--- config.mk ---
export PLATFORM = sky130hd
export DESIGN_NAME = sp_ram_burst_master
export DESIGN_NICKNAME = d
export VERILOG_FILES = /design/src/rtl/sp_ram_burst_master.sv
export SDC_FILE = /design/constraint.sdc
export NUM_CORES = 1
export LEC_CHECK = 0
export CORE_ASPECT_RATIO = 0.5
export CORE_UTILIZATION = 30
export DETAILED_ROUTE_END_ITERATION = 10
export PLACE_DENSITY_LB_ADDON = 0.1
export SYNTH_ARGS = -nofsm -noshare
export SYNTH_HDL_FRONTEND = slang
export SYNTH_SLANG_ARGS = --single-unit
--- constraint.sdc ---
create_clock -name clk -period 3.15 [get_ports clk]
set_input_delay 0.4725 -clock clk [delete_from_list [all_inputs] [get_ports clk]]
set_output_delay 0.4725 -clock clk [all_outputs]
set_load 0.02 [all_outputs]
--- src/rtl/sp_ram_burst_master.sv ---
// Burst initiator for a single-port SRAM: one command becomes back-to-back word accesses.
// Writes are fed from a valid/ready stream; reads return through a small credit-controlled FIFO.
module sp_ram_burst_master #(
    parameter int ADDR_WIDTH   = 15,
    parameter int DATA_WIDTH   = 32,
    parameter int LEN_WIDTH    = 12,
    parameter int RD_BUF_DEPTH = 4
) (
    input  logic                    clk,
    input  logic                    rst_i,
    input  logic                    cmd_valid_i,
    output logic                    cmd_ready_o,
    input  logic                    cmd_we_i,
    input  logic [ADDR_WIDTH-1:0]   cmd_addr_i,
    input  logic [LEN_WIDTH-1:0]    cmd_len_i,
    input  logic [DATA_WIDTH/8-1:0] cmd_be_i,
    input  logic                    wr_valid_i,
    output logic                    wr_ready_o,
    input  logic [DATA_WIDTH-1:0]   wr_data_i,
    output logic                    rd_valid_o,
    input  logic                    rd_ready_i,
    output logic [DATA_WIDTH-1:0]   rd_data_o,
    output logic                    rd_last_o,
    output logic                    busy_o,
    output logic                    done_o,
    output logic                    ram_en_o,
    output logic                    ram_we_o,
    output logic [ADDR_WIDTH-1:0]   ram_addr_o,
    output logic [DATA_WIDTH/8-1:0] ram_be_o,
    output logic [DATA_WIDTH-1:0]   ram_wdata_o,
    output logic                    ram_bypass_en_o,
    input  logic [DATA_WIDTH-1:0]   ram_rdata_i
);

    localparam int BE_WIDTH = DATA_WIDTH / 8;
    localparam int PTR_W    = (RD_BUF_DEPTH > 1) ? $clog2(RD_BUF_DEPTH) : 1;
    localparam int CNT_W    = $clog2(RD_BUF_DEPTH + 1);
    localparam logic [ADDR_WIDTH-1:0] ADDR_STEP  = ADDR_WIDTH'(BE_WIDTH);
    localparam logic [ADDR_WIDTH-1:0] ALIGN_MASK = ~(ADDR_WIDTH'(BE_WIDTH - 1));
    localparam logic [CNT_W:0]        DEPTH_OCC  = (CNT_W + 1)'(RD_BUF_DEPTH);

    typedef enum logic [1:0] {
        S_IDLE  = 2'd0,
        S_WRITE = 2'd1,
        S_READ  = 2'd2,
        S_DONE  = 2'd3
    } state_t;

    function automatic logic [ADDR_WIDTH-1:0] align_addr(input logic [ADDR_WIDTH-1:0] a);
        return a & ALIGN_MASK;
    endfunction

    function automatic logic [PTR_W-1:0] next_ptr(input logic [PTR_W-1:0] p);
        return (p == PTR_W'(RD_BUF_DEPTH - 1)) ? '0 : p + 1'b1;
    endfunction

    state_t                  state_q, state_d;
    logic [ADDR_WIDTH-1:0]   addr_q, addr_d;
    logic [LEN_WIDTH-1:0]    beats_q, beats_d;
    logic [BE_WIDTH-1:0]     be_q, be_d;
    logic                    ram_en_q, ram_en_d;
    logic                    ram_we_q, ram_we_d;
    logic [ADDR_WIDTH-1:0]   ram_addr_q, ram_addr_d;
    logic [BE_WIDTH-1:0]     ram_be_q, ram_be_d;
    logic [DATA_WIDTH-1:0]   ram_wdata_q, ram_wdata_d;
    logic                    ram_last_q, ram_last_d;
    logic                    cap_vld_q;
    logic                    cap_last_q;

    logic [DATA_WIDTH:0]     fifo_mem [RD_BUF_DEPTH];
    logic [PTR_W-1:0]        wptr_q, rptr_q;
    logic [CNT_W-1:0]        count_q;

    logic                    push, pop, head_last, can_issue;
    logic [1:0]              pending;
    logic [CNT_W:0]          occ;

    // Reads in flight: one in the RAM request cycle, one whose data is on ram_rdata_i now.
    assign pending   = {1'b0, ram_en_q & ~ram_we_q} + {1'b0, cap_vld_q};
    assign occ       = {1'b0, count_q} + (CNT_W + 1)'(pending);
    assign can_issue = (beats_q != '0) && (occ < DEPTH_OCC);

    assign push       = cap_vld_q;
    assign pop        = rd_valid_o & rd_ready_i;
    assign head_last  = fifo_mem[rptr_q][DATA_WIDTH];
    assign rd_valid_o = (count_q != '0);
    assign rd_data_o  = fifo_mem[rptr_q][DATA_WIDTH-1:0];
    assign rd_last_o  = rd_valid_o & head_last;

    assign ram_en_o        = ram_en_q;
    assign ram_we_o        = ram_we_q;
    assign ram_addr_o      = ram_addr_q;
    assign ram_be_o        = ram_be_q;
    assign ram_wdata_o     = ram_wdata_q;
    assign ram_bypass_en_o = 1'b0;

    always_ff @(posedge clk) begin
        if (rst_i) begin
            state_q <= S_IDLE;
        end else begin
            state_q <= state_d;
        end
    end

    always_comb begin
        state_d = state_q;
        case (state_q)
            S_IDLE: begin
                if (cmd_valid_i) begin
                    if (cmd_len_i == '0)   state_d = S_DONE;
                    else if (cmd_we_i)     state_d = S_WRITE;
                    else                   state_d = S_READ;
                end
            end
            S_WRITE: if (wr_valid_i && beats_q == LEN_WIDTH'(1)) state_d = S_DONE;
            S_READ:  if (pop && head_last) state_d = S_DONE;
            default: state_d = S_IDLE;
        endcase
    end

    always_comb begin
        cmd_ready_o = (state_q == S_IDLE);
        wr_ready_o  = (state_q == S_WRITE);
        busy_o      = (state_q != S_IDLE);
        done_o      = (state_q == S_DONE);
    end

    // A read command issues its first request on the accept edge itself.
    always_comb begin
        addr_d      = addr_q;
        beats_d     = beats_q;
        be_d        = be_q;
        ram_en_d    = 1'b0;
        ram_we_d    = ram_we_q;
        ram_addr_d  = ram_addr_q;
        ram_be_d    = ram_be_q;
        ram_wdata_d = ram_wdata_q;
        ram_last_d  = 1'b0;
        case (state_q)
            S_IDLE: begin
                if (cmd_valid_i) begin
                    be_d    = cmd_be_i;
                    addr_d  = align_addr(cmd_addr_i);
                    beats_d = cmd_len_i;
                    if (cmd_len_i != '0 && !cmd_we_i) begin
                        ram_en_d   = 1'b1;
                        ram_we_d   = 1'b0;
                        ram_addr_d = align_addr(cmd_addr_i);
                        ram_be_d   = '1;
                        ram_last_d = (cmd_len_i == LEN_WIDTH'(1));
                        addr_d     = align_addr(cmd_addr_i) + ADDR_STEP;
                        beats_d    = cmd_len_i - 1'b1;
                    end
                end
            end
            S_WRITE: begin
                if (wr_valid_i) begin
                    ram_en_d    = 1'b1;
                    ram_we_d    = 1'b1;
                    ram_addr_d  = addr_q;
                    ram_be_d    = be_q;
                    ram_wdata_d = wr_data_i;
                    addr_d      = addr_q + ADDR_STEP;
                    beats_d     = beats_q - 1'b1;
                end
            end
            S_READ: begin
                if (can_issue) begin
                    ram_en_d   = 1'b1;
                    ram_we_d   = 1'b0;
                    ram_addr_d = addr_q;
                    ram_be_d   = '1;
                    ram_last_d = (beats_q == LEN_WIDTH'(1));
                    addr_d     = addr_q + ADDR_STEP;
                    beats_d    = beats_q - 1'b1;
                end
            end
            default: ;
        endcase
    end

    always_ff @(posedge clk) begin
        if (rst_i) begin
            beats_q     <= '0;
            ram_en_q    <= 1'b0;
            ram_we_q    <= 1'b0;
            ram_addr_q  <= '0;
            ram_be_q    <= '0;
            ram_wdata_q <= '0;
            ram_last_q  <= 1'b0;
            cap_vld_q   <= 1'b0;
            cap_last_q  <= 1'b0;
        end else begin
            beats_q     <= beats_d;
            ram_en_q    <= ram_en_d;
            ram_we_q    <= ram_we_d;
            ram_addr_q  <= ram_addr_d;
            ram_be_q    <= ram_be_d;
            ram_wdata_q <= ram_wdata_d;
            ram_last_q  <= ram_last_d;
            cap_vld_q   <= ram_en_q & ~ram_we_q;
            cap_last_q  <= ram_last_q;
        end
    end

    always_ff @(posedge clk) begin
        addr_q <= addr_d;
        be_q   <= be_d;
    end

    // Return FIFO: storage is not reset, pointers and count are.
    always_ff @(posedge clk) begin
        if (push) begin
            fifo_mem[wptr_q] <= {cap_last_q, ram_rdata_i};
        end
    end

    always_ff @(posedge clk) begin
        if (rst_i) begin
            wptr_q  <= '0;
            rptr_q  <= '0;
            count_q <= '0;
        end else begin
            if (push) wptr_q <= next_ptr(wptr_q);
            if (pop)  rptr_q <= next_ptr(rptr_q);
            case ({push, pop})
                2'b10:   count_q <= count_q + 1'b1;
                2'b01:   count_q <= count_q - 1'b1;
                default: count_q <= count_q;
            endcase
        end
    end

endmodule
==> parameters.txt <==
Parameter                              Value

Worst setup path
  Arrival @ worst endpoint    2420 ps
  Setup crit end kind    output port
  Data required time at the worst endpoint    roughly 2700 ps
  Worst Path Class, Setup    reg -> out
  Startpoint class of the critical path    flop
  Worst reg2reg path startpoint    ram_we_o
  Worst-path fanout max    12

Synthesis
  Average cell area after synthesis    12.9 um2
  Async set or reset register ratio after synthesis    0%
  Seq/Total Area, Yosys    between 60% and 70%
  Post-synthesis instance area    between 0.009 and 0.01 mm2
  Gate count of the mapped netlist    roughly 750
  Cell variety after synth    between 50 and 60
  Register bit count reported by yosys    ~230
  Yosys warns    0
  Dominant register cell in the synthesized netlist    sky130_fd_sc_hd__edfxtp_1
  Number of synthesized flops with an enable pin    between 100 and 150

Clock tree
  Latest clock arrival within the worst-skew pair    530 ps
  Number of CTS-inserted buffers    23
  CTS sink count    between 200 and 250
  Clk pin slew, worst setup/hold paths    roughly 70 ps
  H-tree lvl count    1
  Maximum buffer depth of the clock tree    3
  Master cell of the clock root buffer    sky130_fd_sc_hd__clkbuf_16
  Number of post-CTS setup repair buffers    0
  TritonCTS clock tree    built

Placed design
  Worst slack at placement    300 ps
  DPL Wire Length    between 15 and 20 mm
  RD Place Congestion    approximately 0.75
  Number of placed cells counting well taps    approximately 1.3k
  Total of buffers placed on input and output ports    between 150 and 200

Run status
  Outcome    finished clean

Final layout
  Ant diodes    0
  Post-layout util    40.7%
  Most common library cell in the layout ignoring fill and taps    sky130_fd_sc_hd__clkdlybuf4s50_1
  Non-filler cells, final    1390
  Post-synthesis to final-layout area growth    33.1%
  Most used cells in the layout excluding fill and tap cells    sky130_fd_sc_hd__clkdlybuf4s50_1, sky130_fd_sc_hd__edfxtp_1, sky130_fd_sc_hd__nand2_1, sky130_fd_sc_hd__dfxtp_1, sky130_fd_sc_hd__a21oi_1
  Number of nets in the final layout    1061
  Layout cells sized above 1    11.2%

Detailed routing
  Number of violations reported at the end of detailed-routing iteration 0    316
  Count of nets left with antenna violations after detail routing    0
  Routed WL    approximately 24 mm
  Total via count in the routed design    6541
  Number of iterations in the first detailed-routing pass    4
  Routed length per instance    17.3 um
  Detailed-route DRC error count    0
  Vias per Instance    between 4 and 5

Timing
  Period minus WS final    slightly below 3000 ps
  Slew at the pin closest to its max-slew limit    996 ps
  Slew margin rel.    between 30% and 40%
  Final count of negative-setup-slack endpoints    0
  Number of pins with negative max-slew slack in the final report    0
  Hold_ws    approximately 420 ps
  Fin Clk Skew    between 10 and 15 ps
  Setup WS post-layout    257 ps
  Period utilization    between 90% and 100%
  Setup TNS    0 ps
  Top achievable clock speed    between 300 and 400 MHz
  Final hold vios    0
  RSZ-0062 raised after global routing    false

Floorplan
  Row Count    46
  Horiz. Die Dim    around 260 um
  Boundary Pins    193
  Die area    approximately 0.033 mm2
  Core footprint    between 0.03 and 0.04 mm2
  Starting utilization of the core area    a little under a third
  Floorplan die height    ~130 um

Power and ir drop
  Leak pwr    between 4 and 5 nW
  Worst ir drop on vdd    between 0.0003 and 0.0004 V
  Total power divided by cell area    ~800 mW/mm2

Worst hold path
  Worst min-delay path startpoint    rst_i
  Hold crit path type    in -> reg

Global route
  Total gr overflow    0
  Antenna violations before repair    0
  All-Layer GR Usage    14.3%
  Via count of the first global-routing pass    between 6k and 7k
  Maximum number of pins on one net before global-route repair    between 50 and 60
  First-pass GRT wire length    37.2 mm

Job
  Number of violations of the max-capacitance limit    0
-- per-stage QoR --
step	total power [mW]	instance area, um2
3_3_place_gp	7.53	12100
4_1_cts	10.5	12900
5_1_grt	11.0	12900
2_1_floorplan	6.19	9690
6_report	10.3	12900
3_5_place_dp	7.55	12100
-- critical path, cell delays in order, from the launching register on --
cell and delay [ps]:
sky130_fd_sc_hd__dfxtp_4 540, sky130_fd_sc_hd__mux4_2 610, sky130_fd_sc_hd__and2_1 190, sky130_fd_sc_hd__clkdlybuf4s50_1 550
-- cells in the mapped netlist, types with 2 or more instances --
cell type | instances | area [um2]
sky130_fd_sc_hd__nor4_1 | 5 | 31.3
sky130_fd_sc_hd__xnor2_1 | 7 | 61.3
sky130_fd_sc_hd__ha_1 | 18 | 225
sky130_fd_sc_hd__mux4_2 | 33 | 743
sky130_fd_sc_hd__dfxtp_1 | 77 | 1540
sky130_fd_sc_hd__nand4_1 | 9 | 56.3
sky130_fd_sc_hd__a32o_1 | 2 | 20.0
sky130_fd_sc_hd__clkbuf_1 | 33 | 124
sky130_fd_sc_hd__nand3_1 | 19 | 95.1
sky130_fd_sc_hd__a311oi_1 | 7 | 61.3
sky130_fd_sc_hd__a211oi_1 | 16 | 120
sky130_fd_sc_hd__nand2_1 | 96 | 360
sky130_fd_sc_hd__nor4b_1 | 3 | 26.3
sky130_fd_sc_hd__nor2_1 | 25 | 93.8
sky130_fd_sc_hd__o31ai_1 | 3 | 22.5
sky130_fd_sc_hd__inv_1 | 25 | 93.8
sky130_fd_sc_hd__buf_4 | 3 | 22.5
sky130_fd_sc_hd__nor2b_1 | 7 | 43.8
sky130_fd_sc_hd__o211ai_1 | 4 | 30.0
sky130_fd_sc_hd__xor2_1 | 21 | 184
sky130_fd_sc_hd__and2_1 | 9 | 56.3
sky130_fd_sc_hd__buf_6 | 2 | 22.5
sky130_fd_sc_hd__o31a_1 | 2 | 17.5
sky130_fd_sc_hd__or4_1 | 3 | 22.5
sky130_fd_sc_hd__a21oi_1 | 70 | 350
sky130_fd_sc_hd__mux2i_1 | 26 | 260
sky130_fd_sc_hd__nand2b_1 | 4 | 25.0
sky130_fd_sc_hd__nor3_1 | 12 | 60.1
sky130_fd_sc_hd__or3_1 | 2 | 12.5
sky130_fd_sc_hd__o32ai_1 | 2 | 17.5
sky130_fd_sc_hd__o21ai_0 | 19 | 95.1
sky130_fd_sc_hd__and3_1 | 5 | 31.3
sky130_fd_sc_hd__edfxtp_1 | 149 | 4470
sky130_fd_sc_hd__a31oi_1 | 3 | 18.8
sky130_fd_sc_hd__nor4_4 | 2 | 42.5
sky130_fd_sc_hd__buf_2 | 7 | 35.0
-- cell type report --
type / count / area [um2]
fillers: 2993 / 18800
flip-flops and latches: 226 / 6020
multi-input cells: 456 / 3380
repair buffers: 209 / 2070
clock buffers: 30 / 653
well taps: 432 / 541
clock inverters: 12 / 136
inverters: 25 / 93.8
-- flip-flops by register name (all words and copies together), names as in the netlist, named ones only --
register	count
ram_en_o	1
beats_q	12
cap_last_q	1
wptr_q	2
cap_vld_q	1
state_q	2
ram_be_o	4
addr_q	13
ram_wdata_o	32
ram_last_q	1
rptr_q	2
count_q	3
fifo_mem	132
ram_addr_o	13
ram_we_o	1
be_q	4
-- layer usage --
layer	part of all wire (%)	track usage (%)
met1	46	19.0
met5	0	0
met4	1.6	3.21
met3	3.5	2.88
met2	48	24.4
-- timing repair --
action	4_1_cts	5_1_grt
resized for setup	1	0
hold buffers	0	0
endpoints found under the setup margin	1	0
-- worst paths after layout --
check,to,slack [ps],depth (start not counted)
worst min-delay path,wptr_q[1],420,2
worst max register to register,beats_q[7],640,9
worst min register to register,ram_wdata_o[5],460,2
worst max-delay path,rd_last_o,260,3
-- power by group --
group / switching, mW / internal, mW
registers: 0.350 / 3.64
clock network: 1.21 / 1.65
logic: 1.90 / 1.55
-- cells by family (layout without fill, tap and decap cells) --
group,Yosys count,in the layout,share of synthesized area [%]
simple gates,205,205,10.2
flops,226,226,62.1
mux,59,59,10.4
other cells,1,3,0.0387
xor+xnor,28,28,2.53
buf+inv,71,276,3.11
compound gates,142,142,9.11
fa+ha+maj,19,19,2.53
(Power assumes the default switching activity.)
